File: src/rtl/id_ex_if.sv
// Decode-to-execute bundle: the ID-side fields and their registered EX-side copies.
// The master drives the ID side and observes EX; the slave is the pipeline register.
interface id_ex_if #(
    parameter int DATA_W = 32,
    parameter int REG_W  = 5
);
    logic [5:0]        id_opcode;
    logic              id_reg_dst, id_branch, id_mem_read, id_mem_to_reg;
    logic              id_mem_write, id_alu_src, id_reg_write;
    logic [1:0]        id_alu_op;
    logic [DATA_W-1:0] id_pc4, id_rd1, id_rd2, id_imm;
    logic [REG_W-1:0]  id_rs, id_rt, id_rd;

    logic              ex_reg_dst, ex_branch, ex_mem_read, ex_mem_to_reg;
    logic              ex_mem_write, ex_alu_src, ex_reg_write;
    logic [1:0]        ex_alu_op;
    logic [DATA_W-1:0] ex_pc4, ex_rd1, ex_rd2, ex_imm;
    logic [REG_W-1:0]  ex_rs, ex_rt, ex_rd;
    logic              ex_illegal;

    modport master (
        output id_opcode, id_reg_dst, id_branch, id_mem_read, id_mem_to_reg,
               id_mem_write, id_alu_src, id_reg_write, id_alu_op,
               id_pc4, id_rd1, id_rd2, id_imm, id_rs, id_rt, id_rd,
        input  ex_reg_dst, ex_branch, ex_mem_read, ex_mem_to_reg,
               ex_mem_write, ex_alu_src, ex_reg_write, ex_alu_op,
               ex_pc4, ex_rd1, ex_rd2, ex_imm, ex_rs, ex_rt, ex_rd, ex_illegal
    );

    modport slave (
        input  id_opcode, id_reg_dst, id_branch, id_mem_read, id_mem_to_reg,
               id_mem_write, id_alu_src, id_reg_write, id_alu_op,
               id_pc4, id_rd1, id_rd2, id_imm, id_rs, id_rt, id_rd,
        output ex_reg_dst, ex_branch, ex_mem_read, ex_mem_to_reg,
               ex_mem_write, ex_alu_src, ex_reg_write, ex_alu_op,
               ex_pc4, ex_rd1, ex_rd2, ex_imm, ex_rs, ex_rt, ex_rd, ex_illegal
    );
endinterface

File: src/rtl/id_ex_stage.sv
// ID/EX pipeline register with load-use bubble insertion, branch squash,
// illegal-opcode-to-NOP conversion and a saturating bubble counter.
module id_ex_stage #(
    parameter int CNT_W = 16
) (
    input  logic             clk,
    input  logic             rst_n,
    id_ex_if.slave           bus,
    input  logic             flush,
    input  logic             stat_clr,
    output logic             pc_write,
    output logic             ifid_write,
    output logic [CNT_W-1:0] stall_count
);
    localparam logic [5:0] MAX_OPCODE = 6'd12;

    logic hazard;
    logic stall;
    logic illegal;
    logic load_ctrl;

    // Both ID specifiers are compared even when rt is a destination: a spare
    // bubble is cheaper than decoding which instructions really read rt.
    always_comb begin
        hazard     = bus.ex_mem_read && (bus.ex_rt != '0) &&
                     ((bus.ex_rt == bus.id_rs) || (bus.ex_rt == bus.id_rt));
        stall      = hazard && !flush;
        pc_write   = !stall;
        ifid_write = !stall;
        illegal    = bus.id_opcode > MAX_OPCODE;
        load_ctrl  = !flush && !hazard && !illegal;
    end

    always_ff @(posedge clk or negedge rst_n) begin
        if (!rst_n) begin
            bus.ex_reg_dst    <= 1'b0;
            bus.ex_branch     <= 1'b0;
            bus.ex_mem_read   <= 1'b0;
            bus.ex_mem_to_reg <= 1'b0;
            bus.ex_mem_write  <= 1'b0;
            bus.ex_alu_src    <= 1'b0;
            bus.ex_reg_write  <= 1'b0;
            bus.ex_alu_op     <= 2'b00;
            bus.ex_pc4        <= '0;
            bus.ex_rd1        <= '0;
            bus.ex_rd2        <= '0;
            bus.ex_imm        <= '0;
            bus.ex_rs         <= '0;
            bus.ex_rt         <= '0;
            bus.ex_rd         <= '0;
            bus.ex_illegal    <= 1'b0;
            stall_count       <= '0;
        end else begin
            // Datapath fields always advance; a zero control word makes them inert.
            bus.ex_pc4        <= bus.id_pc4;
            bus.ex_rd1        <= bus.id_rd1;
            bus.ex_rd2        <= bus.id_rd2;
            bus.ex_imm        <= bus.id_imm;
            bus.ex_rs         <= bus.id_rs;
            bus.ex_rt         <= bus.id_rt;
            bus.ex_rd         <= bus.id_rd;
            bus.ex_reg_dst    <= load_ctrl && bus.id_reg_dst;
            bus.ex_branch     <= load_ctrl && bus.id_branch;
            bus.ex_mem_read   <= load_ctrl && bus.id_mem_read;
            bus.ex_mem_to_reg <= load_ctrl && bus.id_mem_to_reg;
            bus.ex_mem_write  <= load_ctrl && bus.id_mem_write;
            bus.ex_alu_src    <= load_ctrl && bus.id_alu_src;
            bus.ex_reg_write  <= load_ctrl && bus.id_reg_write;
            bus.ex_alu_op     <= load_ctrl ? bus.id_alu_op : 2'b00;
            bus.ex_illegal    <= !flush && !hazard && illegal;
            if (stat_clr) begin
                stall_count <= '0;
            end else if (stall && (stall_count != '1)) begin
                stall_count <= stall_count + 1'b1;
            end
        end
    end
endmodule

File: src/flat_wrapper.sv
// flat-port wrapper written by rule: the top's interface ports become plain ports
module id_ex_stage_flat 
#(
    parameter int CNT_W = 16
)
  (clk, rst_n, flush, stat_clr, pc_write, ifid_write, stall_count, bus_id_opcode, bus_id_reg_dst, bus_id_branch, bus_id_mem_read, bus_id_mem_to_reg, bus_id_mem_write, bus_id_alu_src, bus_id_reg_write, bus_id_alu_op, bus_id_pc4, bus_id_rd1, bus_id_rd2, bus_id_imm, bus_id_rs, bus_id_rt, bus_id_rd, bus_ex_reg_dst, bus_ex_branch, bus_ex_mem_read, bus_ex_mem_to_reg, bus_ex_mem_write, bus_ex_alu_src, bus_ex_reg_write, bus_ex_alu_op, bus_ex_pc4, bus_ex_rd1, bus_ex_rd2, bus_ex_imm, bus_ex_rs, bus_ex_rt, bus_ex_rd, bus_ex_illegal);
  id_ex_if bus_i ();
  input  logic clk;
  input  logic rst_n;
  input  logic flush;
  input  logic stat_clr;
  output logic pc_write;
  output logic ifid_write;
  output logic [CNT_W-1:0] stall_count;
  input wire logic [$bits(bus_i.id_opcode)-1:0] bus_id_opcode;
  input wire logic [$bits(bus_i.id_reg_dst)-1:0] bus_id_reg_dst;
  input wire logic [$bits(bus_i.id_branch)-1:0] bus_id_branch;
  input wire logic [$bits(bus_i.id_mem_read)-1:0] bus_id_mem_read;
  input wire logic [$bits(bus_i.id_mem_to_reg)-1:0] bus_id_mem_to_reg;
  input wire logic [$bits(bus_i.id_mem_write)-1:0] bus_id_mem_write;
  input wire logic [$bits(bus_i.id_alu_src)-1:0] bus_id_alu_src;
  input wire logic [$bits(bus_i.id_reg_write)-1:0] bus_id_reg_write;
  input wire logic [$bits(bus_i.id_alu_op)-1:0] bus_id_alu_op;
  input wire logic [$bits(bus_i.id_pc4)-1:0] bus_id_pc4;
  input wire logic [$bits(bus_i.id_rd1)-1:0] bus_id_rd1;
  input wire logic [$bits(bus_i.id_rd2)-1:0] bus_id_rd2;
  input wire logic [$bits(bus_i.id_imm)-1:0] bus_id_imm;
  input wire logic [$bits(bus_i.id_rs)-1:0] bus_id_rs;
  input wire logic [$bits(bus_i.id_rt)-1:0] bus_id_rt;
  input wire logic [$bits(bus_i.id_rd)-1:0] bus_id_rd;
  output wire logic [$bits(bus_i.ex_reg_dst)-1:0] bus_ex_reg_dst;
  output wire logic [$bits(bus_i.ex_branch)-1:0] bus_ex_branch;
  output wire logic [$bits(bus_i.ex_mem_read)-1:0] bus_ex_mem_read;
  output wire logic [$bits(bus_i.ex_mem_to_reg)-1:0] bus_ex_mem_to_reg;
  output wire logic [$bits(bus_i.ex_mem_write)-1:0] bus_ex_mem_write;
  output wire logic [$bits(bus_i.ex_alu_src)-1:0] bus_ex_alu_src;
  output wire logic [$bits(bus_i.ex_reg_write)-1:0] bus_ex_reg_write;
  output wire logic [$bits(bus_i.ex_alu_op)-1:0] bus_ex_alu_op;
  output wire logic [$bits(bus_i.ex_pc4)-1:0] bus_ex_pc4;
  output wire logic [$bits(bus_i.ex_rd1)-1:0] bus_ex_rd1;
  output wire logic [$bits(bus_i.ex_rd2)-1:0] bus_ex_rd2;
  output wire logic [$bits(bus_i.ex_imm)-1:0] bus_ex_imm;
  output wire logic [$bits(bus_i.ex_rs)-1:0] bus_ex_rs;
  output wire logic [$bits(bus_i.ex_rt)-1:0] bus_ex_rt;
  output wire logic [$bits(bus_i.ex_rd)-1:0] bus_ex_rd;
  output wire logic [$bits(bus_i.ex_illegal)-1:0] bus_ex_illegal;
  assign bus_i.id_opcode = bus_id_opcode;
  assign bus_i.id_reg_dst = bus_id_reg_dst;
  assign bus_i.id_branch = bus_id_branch;
  assign bus_i.id_mem_read = bus_id_mem_read;
  assign bus_i.id_mem_to_reg = bus_id_mem_to_reg;
  assign bus_i.id_mem_write = bus_id_mem_write;
  assign bus_i.id_alu_src = bus_id_alu_src;
  assign bus_i.id_reg_write = bus_id_reg_write;
  assign bus_i.id_alu_op = bus_id_alu_op;
  assign bus_i.id_pc4 = bus_id_pc4;
  assign bus_i.id_rd1 = bus_id_rd1;
  assign bus_i.id_rd2 = bus_id_rd2;
  assign bus_i.id_imm = bus_id_imm;
  assign bus_i.id_rs = bus_id_rs;
  assign bus_i.id_rt = bus_id_rt;
  assign bus_i.id_rd = bus_id_rd;
  assign bus_ex_reg_dst = bus_i.ex_reg_dst;
  assign bus_ex_branch = bus_i.ex_branch;
  assign bus_ex_mem_read = bus_i.ex_mem_read;
  assign bus_ex_mem_to_reg = bus_i.ex_mem_to_reg;
  assign bus_ex_mem_write = bus_i.ex_mem_write;
  assign bus_ex_alu_src = bus_i.ex_alu_src;
  assign bus_ex_reg_write = bus_i.ex_reg_write;
  assign bus_ex_alu_op = bus_i.ex_alu_op;
  assign bus_ex_pc4 = bus_i.ex_pc4;
  assign bus_ex_rd1 = bus_i.ex_rd1;
  assign bus_ex_rd2 = bus_i.ex_rd2;
  assign bus_ex_imm = bus_i.ex_imm;
  assign bus_ex_rs = bus_i.ex_rs;
  assign bus_ex_rt = bus_i.ex_rt;
  assign bus_ex_rd = bus_i.ex_rd;
  assign bus_ex_illegal = bus_i.ex_illegal;
  id_ex_stage #(.CNT_W(CNT_W)) u_core (.clk(clk), .rst_n(rst_n), .bus(bus_i), .flush(flush), .stat_clr(stat_clr), .pc_write(pc_write), .ifid_write(ifid_write), .stall_count(stall_count));
endmodule
File: config.mk
export PLATFORM = sky130hd
export DESIGN_NAME = id_ex_stage_flat
export DESIGN_NICKNAME = d
export VERILOG_FILES = /design/src/rtl/id_ex_if.sv /design/src/rtl/id_ex_stage.sv /design/src/flat_wrapper.sv
export SDC_FILE = /design/constraint.sdc
export NUM_CORES = 1
export LEC_CHECK = 0
export ABC_AREA = 1
export CAP_MARGIN = 15
export CORE_MARGIN = 5
export CORE_UTILIZATION = 30
export CTS_BUF_LIST = sky130_fd_sc_hd__clkbuf_8
export CTS_CLUSTER_DIAMETER = 100
export DETAILED_ROUTE_END_ITERATION = 8
export GPL_ROUTABILITY_DRIVEN = 0
export GPL_TIMING_DRIVEN = 0
export PLACE_DENSITY_LB_ADDON = 0.25
export REMOVE_ABC_BUFFERS = 1
export SETUP_SLACK_MARGIN = 0.05
export SLEW_MARGIN = 20
export SYNTH_ARGS = -nofsm -noshare
export SYNTH_HDL_FRONTEND = slang
export SYNTH_SLANG_ARGS = --single-unit
File: constraint.sdc
create_clock -name clk -period 2.5 [get_ports clk]
set_clock_uncertainty 0.1 [all_clocks]
set_input_delay 0.375 -clock clk [delete_from_list [all_inputs] [get_ports clk]]
set_output_delay 0.375 -clock clk [all_outputs]
set_load 0.01 [all_outputs]
==> results of run 1 <==
-- power groups by stage --
| stage | Sequential, mW | Clock [mW] | Combinational, mW |
|---|---|---|---|
| floorplan | 3.03 | 0 | 0.0515 |
| global placement | 2.96 | 0 | 0.725 |
| detailed placement | 2.96 | 0 | 0.740 |
| CTS | 2.90 | 1.89 | 0.745 |
| global route | 2.92 | 2.02 | 0.779 |
| finish | 2.90 | 1.81 | 0.728 |
-- critical path, cell delays in order, from the launching register on --
cell	delay, ns
dfrtp_1	0.42
inv_1	0.11
nand2_1	0.07
o21ai_0	0.21
inv_1	0.13
nand3_1	0.11
dlygate4sd2_1	0.30
-- metrics by stage --
stage / std cells / power (mW) / hold slack, ns / area (sq um) / setup WS, ns
after global routing: 964 / 5.72 / 0.199 / 9190 / 0.0959
final: 964 / 5.44 / 0.257 / 9190 / 0.247
after floorplan: 373 / 3.08 / -0.0206 / 5180 / 0.817
after CTS: 963 / 5.54 / 0.221 / 9190 / 0.207
after global placement: 930 / 3.68 / 0.455 / 8780 / -5.62
after detailed placement: 931 / 3.70 / 0.321 / 8820 / -0.154
-- timing repair --
action,4_1_cts,5_1_grt
endpoints found under the setup margin,2,0
hold buffers,1,0
resized for setup,2,0
hold endpoints to repair,86,0
-- worst max-delay path by stage --
stage	startpoint	end	slack [ns]	cells past startpoint
floorplan	u_core.stall_count[0]	u_core.stall_count[15]	0.82	10
global placement	rst_n	u_core.stall_count[12]	-5.62	1
detailed placement	stat_clr	u_core.stall_count[14]	-0.15	5
CTS	u_core.bus.ex_rt[1]	ifid_write	0.21	6
global route	u_core.bus.ex_rt[3]	ifid_write	0.1	8
finish	u_core.bus.ex_rt[1]	ifid_write	0.25	6
-- synthesized netlist by cell type (all sizes together) --
cell / count
nand3: 26
xnor2: 3
clkbuf: 2
xor2: 7
nor3b: 2
a311oi: 1
inv: 35
o21ai: 4
nor3: 7
o31ai: 1
dfrtp: 169
ha: 1
buf: 4
nand2: 73
nor2: 37
nand4: 4
o21bai: 1
clkinv: 1
or2: 1
-- cell families after synthesis --
logic type	Yosys count	synth area share
AOI/OAI and AO/OA	7	0.00839
xor gates and xnor gates	10	0.0168
adders and majority gates	1	0.00240
buffers and inverters	42	0.0333
DFF	169	0.810
and+or+nand+nor	150	0.129
-- routing by layer --
layer | part of all wire | global-route usage
met1 | 0.35 | 0.177
met2 | 0.52 | 0.289
met3 | 0.11 | 0.0758
met4 | 0.020 | 0.0540
met5 | 0.00078 | 0
-- area by class of cell --
cell class / instances / area, sq um / area share
inverters: 36 / 135 / 0.0147
clock inverters: 13 / 119 / 0.0129
clock buffers: 18 / 248 / 0.0269
flip-flops and latches: 169 / 4230 / 0.460
diodes: 1 / 2.50 / 0.000272
well taps: 225 / 282 / 0.0306
repair buffers: 334 / 3360 / 0.366
multi-input cells: 168 / 816 / 0.0887
==> results by group, run 1 <==
Run status
  • Result of the run: finished clean

Worst setup path
  • Startpoint class of the critical path: flop
  • Register-to-register setup slack: 0.58 ns
  • Highest fanout seen on the critical path: 4
  • Endpoint required time on the critical path: 2.03 ns
  • CP Class: reg -> out
  • Worst setup EP type: output pin
  • Worst Reg2Reg Path Length in Cells: 10
  • Worst R2R End: u_core.stall_count[14]
  • R2R Path Start: u_core.stall_count[0]
  • Data arrival at the endpoint of the critical path: 1.78 ns

GRT
  • First-pass GRT wire length: 24700 microns
  • Total track usage: 0.165
  • Number of global-route vias before repair: 4088
  • Antenna violations before repair: 2
  • Maximum number of pins on one net before global-route repair: 88
  • Congestion Overflow GR: 0

CTS
  • Clock Sinks: 169
  • CTS tree: built
  • Root buffer cell: clkbuf_8
  • Number of clock buffers inserted by TritonCTS: 17
  • Clock-pin slew reported for the worst setup and hold paths after clock tree synthesis: 0.09 ns
  • Post-CTS setup-driven buffer insertion count: 0
  • Maximum number of buffers from clock root to sink: 2
  • Count of H-tree levels built during CTS: 4
  • Clock network latency to the later pin of the worst-skew pair: 0.44 ns

STA
  • Worst-Margin Slew: 0.652 ns
  • Upper clock frequency limit: 444 MHz
  • Part of the cycle the worst path needs: 0.901
  • Final count of negative-setup-slack endpoints: 0
  • Fin Setup TNS: 0 ns
  • Max-slew violation count: 0
  • Final hold vios: 0
  • RSZ-0062 raised after global routing: no
  • Worst max-slew margin expressed relative to the limit: 0.564
  • Final critical path time including I/O delays and setup: 2.25 ns

Worst hold path
  • Launch point of the worst hold path: bus_id_rd[0]
  • Type of the tightest min-delay check: in -> reg
  • Worst Hold Path Cells: 1
  • Endpoint with the worst hold slack: u_core.bus.ex_rd[0]

Routing
  • Total Routed Length: 16700 microns
  • Via count: 3976
  • Final routed wire length divided by cell count: 17.3 microns
  • Detailed Routing Iterations Pass 1: 4
  • Avg Vias per Cell: 4.12
  • Violation count after the first detailed-route iteration: 108
  • Antenna viol nets, final: 0
  • Post-detailed-route DRC marker count: 0

Cells and area
  • FILL cells: 1522
  • Final net count: 889
  • Most common cell after layout, fill and taps aside: clkdlybuf4s50_1
  • Commonest cells after routing, fill and taps aside: clkdlybuf4s50_1, dfrtp_1, nand2_1
  • Layout overhead on the synthesized area: 76.2%
  • Share of final-layout standard cells stronger than drive strength 1: 0.0583
  • Final Core Density: 0.535

Synth
  • Area contributors post-synth: dfrtp_1, nand2_1, nor2_1, nand3_1, inv_1
  • Mapped Avg Cell Area: 13.8 sq um
  • Cell area after synthesis: 5220 sq um
  • Share of the synthesized area in the top cell type: 0.810
  • Post-synthesis sequential element count: 169
  • Synth warn: 0
  • Share of synthesized area occupied by flip-flops and latches: 0.810
  • Cell variety after synth: 28
  • Post-Syn Instances: 379
  • Cell accounting for the most synthesized area: dfrtp_1

Power and ir drop
  • Static leakage power: 4.02 nW
  • Power share of the sequential group: 0.533
  • Maximum vdd drop: 313 uV
  • Clock network fraction of design power: 0.333
  • Cell internal pwr: 4.13 mW
  • Pwr dens: 592 nW/um^2
  • Proportion of power drawn by combinational gates: 0.134
  • Switching part of the total: 0.241
  • Power dissipated by switching net loads: 1.31 mW

Floorplanning
  • Placement row count: 48
  • Chip height: 142 microns
  • Die width: 142 microns
  • Initial core utilization: 0.304
  • Standard cell core area: 17200 sq um
  • Overall die area: 20100 sq um
  • I/O pin count: 333

Placement
  • HPWL reported at the end of detailed placement: 13400 microns
  • Port Buffer Count: 332

Run
  • Number of maximum-capacitance constraint violations: 0
Note: power is estimated with default switching activity, not from simulation.
==> inputs of run 2 (changes only) <==
--- a/config.mk
+++ b/config.mk
@@ -7,6 +7,7 @@
 export LEC_CHECK = 0
 export ABC_AREA = 1
 export CAP_MARGIN = 15
+export CORE_ASPECT_RATIO = 0.5
 export CORE_MARGIN = 5
 export CORE_UTILIZATION = 30
 export CTS_BUF_LIST = sky130_fd_sc_hd__clkbuf_8
==> run 2 against run 1 <==
Compared with the run above:
- critical path depth up 1
- maximum frequency rose by 1.7%
- sequential share of layout area fell by 0.15 points
- largest cell class unchanged
==> results by group, run 2 (synthesized netlist as in run 1, its figures left out) <==
Run status
  • Result of the run: finished clean

Worst setup path
  • Highest fanout seen on the critical path: 5
  • CP Class: reg -> out
  • Biggest cell delay along the critical path: 0.44 ns
  • Worst setup EP type: output pin
  • Endpoint required time on the critical path: 2.03 ns
  • Data arrival at the endpoint of the critical path: 1.74 ns
  • Startpoint class of the critical path: flop
  • Highest-delay cell along the critical path: dfrtp_1
  • Crit-path most repeated cell: nor2_1
  • Chain of cells forming the critical path: nor2_1 -> nor2_1 -> nor2_1 -> nand3_1 -> nand2_2 -> nand3_1 -> dlygate4sd2_1

GRT
  • Total track usage: 0.160
  • Number of global-route vias before repair: 3967
  • Maximum number of pins on one net before global-route repair: 99
  • First-pass GRT wire length: 23900 microns
  • Congestion Overflow GR: 0
  • Antenna violations before repair: 0

Floorplanning
  • Overall die area: 20300 sq um
  • I/O pin count: 333
  • Die width: 197 microns
  • Placement row count: 34
  • Standard cell core area: 17200 sq um
  • Chip height: 103 microns
  • Initial core utilization: 0.303

STA
  • Final critical path time including I/O delays and setup: 2.22 ns
  • Final hold vios: 0
  • RSZ-0062 raised after global routing: no
  • Final count of negative-setup-slack endpoints: 0
  • Upper clock frequency limit: 451 MHz
  • Post-route worst hold slack: 0.256 ns
  • Worst max-slew margin expressed relative to the limit: 0.580
  • Worst-Margin Slew: 0.628 ns
  • Part of the cycle the worst path needs: 0.886
  • Max-slew violation count: 0

Run
  • Number of maximum-capacitance constraint violations: 0

Worst hold path
  • Type of the tightest min-delay check: in -> reg

CTS
  • Count of H-tree levels built during CTS: 4
  • Maximum number of buffers from clock root to sink: 2
  • CTS tree: built
  • Clock-pin slew reported for the worst setup and hold paths after clock tree synthesis: 0.10 ns
  • Number of clock buffers inserted by TritonCTS: 17
  • Clock Sinks: 169
  • Clock network latency to the later pin of the worst-skew pair: 0.44 ns
  • Root buffer cell: clkbuf_8

Routing
  • Antenna viol nets, final: 0
  • Final routed wire length divided by cell count: 17.0 microns
  • Detailed Routing Iterations Pass 1: 4
  • Post-detailed-route DRC marker count: 0
  • Violation count after the first detailed-route iteration: 121
  • Avg Vias per Cell: 4.00
  • Via count: 3900
  • Total Routed Length: 16500 microns

Power and ir drop
  • Static leakage power: 4.04 nW
  • Maximum vdd drop: 316 uV
  • Pwr dens: 597 nW/um^2

Placement
  • HPWL reported at the end of detailed placement: 13000 microns
  • Port Buffer Count: 332

Cells and area
  • Commonest cells after routing, fill and taps aside: clkdlybuf4s50_1, dfrtp_1, nand2_1
  • Ant diodes: 0
  • Layout overhead on the synthesized area: 76.7%
  • Final Core Density: 0.535
  • Final net count: 890
  • FILL cells: 1499
  • Share of final-layout standard cells stronger than drive strength 1: 0.0608
  • Most common cell after layout, fill and taps aside: clkdlybuf4s50_1
[run 2: cell types whose count changed in the layout (fill, tap and decap cells not counted)]
cell	delta
clkinv_4	+3
clkinvlp_4	-3
o21ai_0	-1
o21ai_1	+1
clkinv_2	+1
inv_6	-1
diode_2	-1
clkbuf_8	+1
buf_4	+1
[run 2: routing by layer]
layer  track usage  vias to the layer above  share of wire
met2         0.293                      111           0.56
met5             0                        -              0
met4        0.0568                        0          0.015
met3        0.0434                       17          0.055
met1         0.184                     1901           0.37
li1              -                     1871              -
[run 2: critical path, delay by kind of cell, from the launching register on]
| kind | cells | cell delay (ns) |
|---|---|---|
| simple gates | 6 | 0.56 |
| buf+inv | 1 | 0.30 |
| flops | 1 | 0.44 |
[run 2: area by class of cell]
class / count / area, sq um / share of cell area
inverter: 36 / 135 / 0.0147
timing repair buffer: 335 / 3370 / 0.365
multi-input combinational: 168 / 816 / 0.0884
tap: 234 / 293 / 0.0317
clock buffer: 19 / 262 / 0.0284
sequential: 169 / 4230 / 0.458
clock inverter: 13 / 119 / 0.0129
[run 2: where the power goes]
group / internal, mW / total, mW / leakage [nW] / switching (mW)
Sequential: 2.86 / 2.90 / 2.02 / 0.0452
Clock: 0.850 / 1.88 / 0.201 / 1.03
Combinational: 0.460 / 0.727 / 1.82 / 0.267
Total: 4.17 / 5.51 / 4.04 / 1.34
[run 2: timing repair]
action                                  4_1_cts  5_1_grt
pin swaps                                     0        1
gates resized for setup                       3        0
hold buffers                                  1        0
buffers inserted                              0        1
gates cloned                                  0        0
endpoints found under the hold margin        71        0
endpoints found under the setup margin        2        2
[run 2: path summary, 6_finish.rpt]
check                      slack (ns)                  start  cells past startpoint                    end
max                              0.28    u_core.bus.ex_rt[0]                      7             ifid_write
min                              0.26          bus_id_imm[6]                      1   u_core.bus.ex_imm[6]
max reg2reg                      0.57  u_core.stall_count[0]                     10  u_core.stall_count[8]
min reg2reg                      0.48  u_core.stall_count[1]                      2  u_core.stall_count[1]
max in group asynchronous        1.03                  rst_n                      3  u_core.bus.ex_imm[21]
min in group asynchronous        0.37                  rst_n                      2   u_core.bus.ex_imm[0]
[run 2: per-stage QoR]
step / std cells / total power, mW / instance area, sq um / setup TNS (ns) / setup slack [ns]
after floorplan: 373 / 3.08 / 5180 / 0 / 0.817
after global placement: 939 / 3.68 / 8800 / -1001.59 / -5.93
after detailed placement: 940 / 3.70 / 8830 / -1.58 / -0.106
after CTS: 973 / 5.61 / 9220 / 0 / 0.188
after global routing: 974 / 5.76 / 9220 / 0 / 0.0799
final: 974 / 5.51 / 9220 / 0 / 0.284
==> patch, RTL diff (settings of run 1) <==
Make the reset (`rst_n`) synchronous in one clocked block.
--- a/src/rtl/id_ex_stage.sv
+++ b/src/rtl/id_ex_stage.sv
@@ -31,7 +31,7 @@
         load_ctrl  = !flush && !hazard && !illegal;
     end
 
-    always_ff @(posedge clk or negedge rst_n) begin
+    always_ff @(posedge clk) begin
         if (!rst_n) begin
             bus.ex_reg_dst    <= 1'b0;
             bus.ex_branch     <= 1'b0;
Behaviour: differs if rst_n is asserted again (counterexample within 4 cycles, from zero or initial values and one cycle with rst_n low); with rst_n held inactive, the same outputs for 10 cycles.
==> patch against run 1 <==
Combinational power increased by 5.2%. First-iteration DRC count increased by 51%. Cell area rose by 4.0%. Sequential cell count stayed put. Area after synthesis up 6.9%. Register-to-register slack better by 170 ps. Power is 4.1% higher. Worst setup slack lost 28 ps. Critical path type is now in -> out. Largest cell class unchanged. Wire length rose by 3.0%.
==> patch: results (changes against run 1) <==
| Metric | Value |
|---|---|
| Run status | `finished, final reports clean` |
| Share of async-settable or async-resettable flops after synthesis | `0% (-100 points)` |
| Sequential fraction of the synthesis area | `60.7% (-20 points)` |
| Leading cell types by count after synthesis | `nand2_1, inv_1, dfxtp_1` |
| Antenna violations before repair | `0 (-2)` |
| H-tree depth reported by CTS | `4 (unchanged)` |
| Synthesis Warnings | `0 (unchanged)` |
| Post-Layout Cell Count | `1,276 (+32%)` |
| DR WL/cell | `13.5 um (-22%)` |
| Number of inserted diodes | `0 (-1)` |
| Cell with the largest stage delay on the worst path | `clkdlybuf4s50_1` |
| IR drop worst, VDD | `0.000319 V (+2.1%)` |
| Instance count of the mapped netlist | `699 (+84%)` |
| Pre-CTS setup slack | `-150 ps (+4.08 ps)` |
| Overall track demand over capacity in global routing | `15.7% (-0.81 points)` |
| Cell types occupying the most area after synthesis | `dfxtp_1, nand2_1, inv_1, nor2_1, nand4_1` |
| Post-detailed-placement cell area | `9130 sq um (+3.6%)` |
| First DRT Iteration DRCs | `163 (+51%)` |
| Number of iterations in the first detailed-routing pass | `4 (unchanged)` |
| Maximum fanout along the worst path | `6 (+2)` |
| Ratio of cells with drive above 1 in the final layout | `6.11% (+0.29 points)` |
| Reported leakage power | `4.88 nW (+22%)` |
| Reg clk slew, reported paths | `110 ps (+20 ps)` |
| Clock insertion delay at the later pin of the skew report | `440 ps (about the same)` |
| Switching part of the total | `25.4% (+1.3 points)` |
| Wire length of the first global-routing pass | `25.9 mm (+4.8%)` |
| Via count of the first global-routing pass | `4,740 (+16%)` |
| Count of buffers inserted at the top-level ports | `332 (unchanged)` |
| Pin count of the biggest net entering global routing | `84 (-4.5%)` |
| Max incr delay on CP | `500 ps (+80 ps)` |
| Critical Path AT | `1810 ps (+30 ps)` |
| HP Class | `in -> reg` |
| Post-DP HPWL | `13.6 mm (+1.3%)` |
| Count of different cell masters after synthesis | `28 (unchanged)` |
| Worst relative slew slack | `43.4% (-13 points)` |
| Via count | `4,953 (+25%)` |
| Placed instance count | `1,242 (+33%)` |
patch: critical path, delay by kind of cell:
kind / cells / cell delay [ps]
buffers and inverters: 3 / 880
and+or+nand+nor: 6 / 560
patch: path summary, 6_finish.rpt:
check,startpoint,slack (ps),endpoint,depth (start not counted)
max,bus_id_rt[1],220,ifid_write,9
min,rst_n,220,u_core.bus.ex_imm[16],3
max reg2reg,u_core.stall_count[1],750,u_core.stall_count[15],11
min reg2reg,u_core.stall_count[8],440,u_core.stall_count[8],2
patch: layout make-up:
cell class	count	area, sq um
Multi-Input combinational cell	315	1370
Clock inverter	15	183
Tap cell	229	287
Inverter	196	741
Fill cell	1705	8580
Clock buffer	17	234
Sequential cell	169	3380
Timing Repair Buffer	335	3360
patch: routing by layer:
layer	share of wire, %	GRT usage, %	vias up	wire length [um]
li1	-	-	2629	-
met1	36	15.2	2111	6200
met2	50	28.0	196	8610
met3	12	8.99	17	2090
met4	1.7	5.22	0	284
met5	0	0	-	0
patch: timing repair:
item                                    4_1_cts  5_1_grt
endpoints found under the setup margin        2        2
resized for setup                             2        1
pin swaps                                     0        1
buffers inserted                              1        1
hold endpoints to repair                      0        0
gates cloned                                  0        0
patch: kinds of logic after synthesis:
kind of cell | share of synthesized area [%]
compound gates | 0.650
xor+xnor | 0.314
fa+ha+maj | 0.224
buf+inv | 14.8
flops | 60.7
simple gates | 23.4
patch: power groups by stage:
stage	combinational [mW]	clock [mW]	sequential (mW)
3_3_place_gp	0.797	0	2.91
6_report	0.766	2.05	2.85
2_1_floorplan	0.123	0	2.98
5_1_grt	0.834	2.23	2.87
3_5_place_dp	0.774	0	2.92
4_1_cts	0.778	2.13	2.85
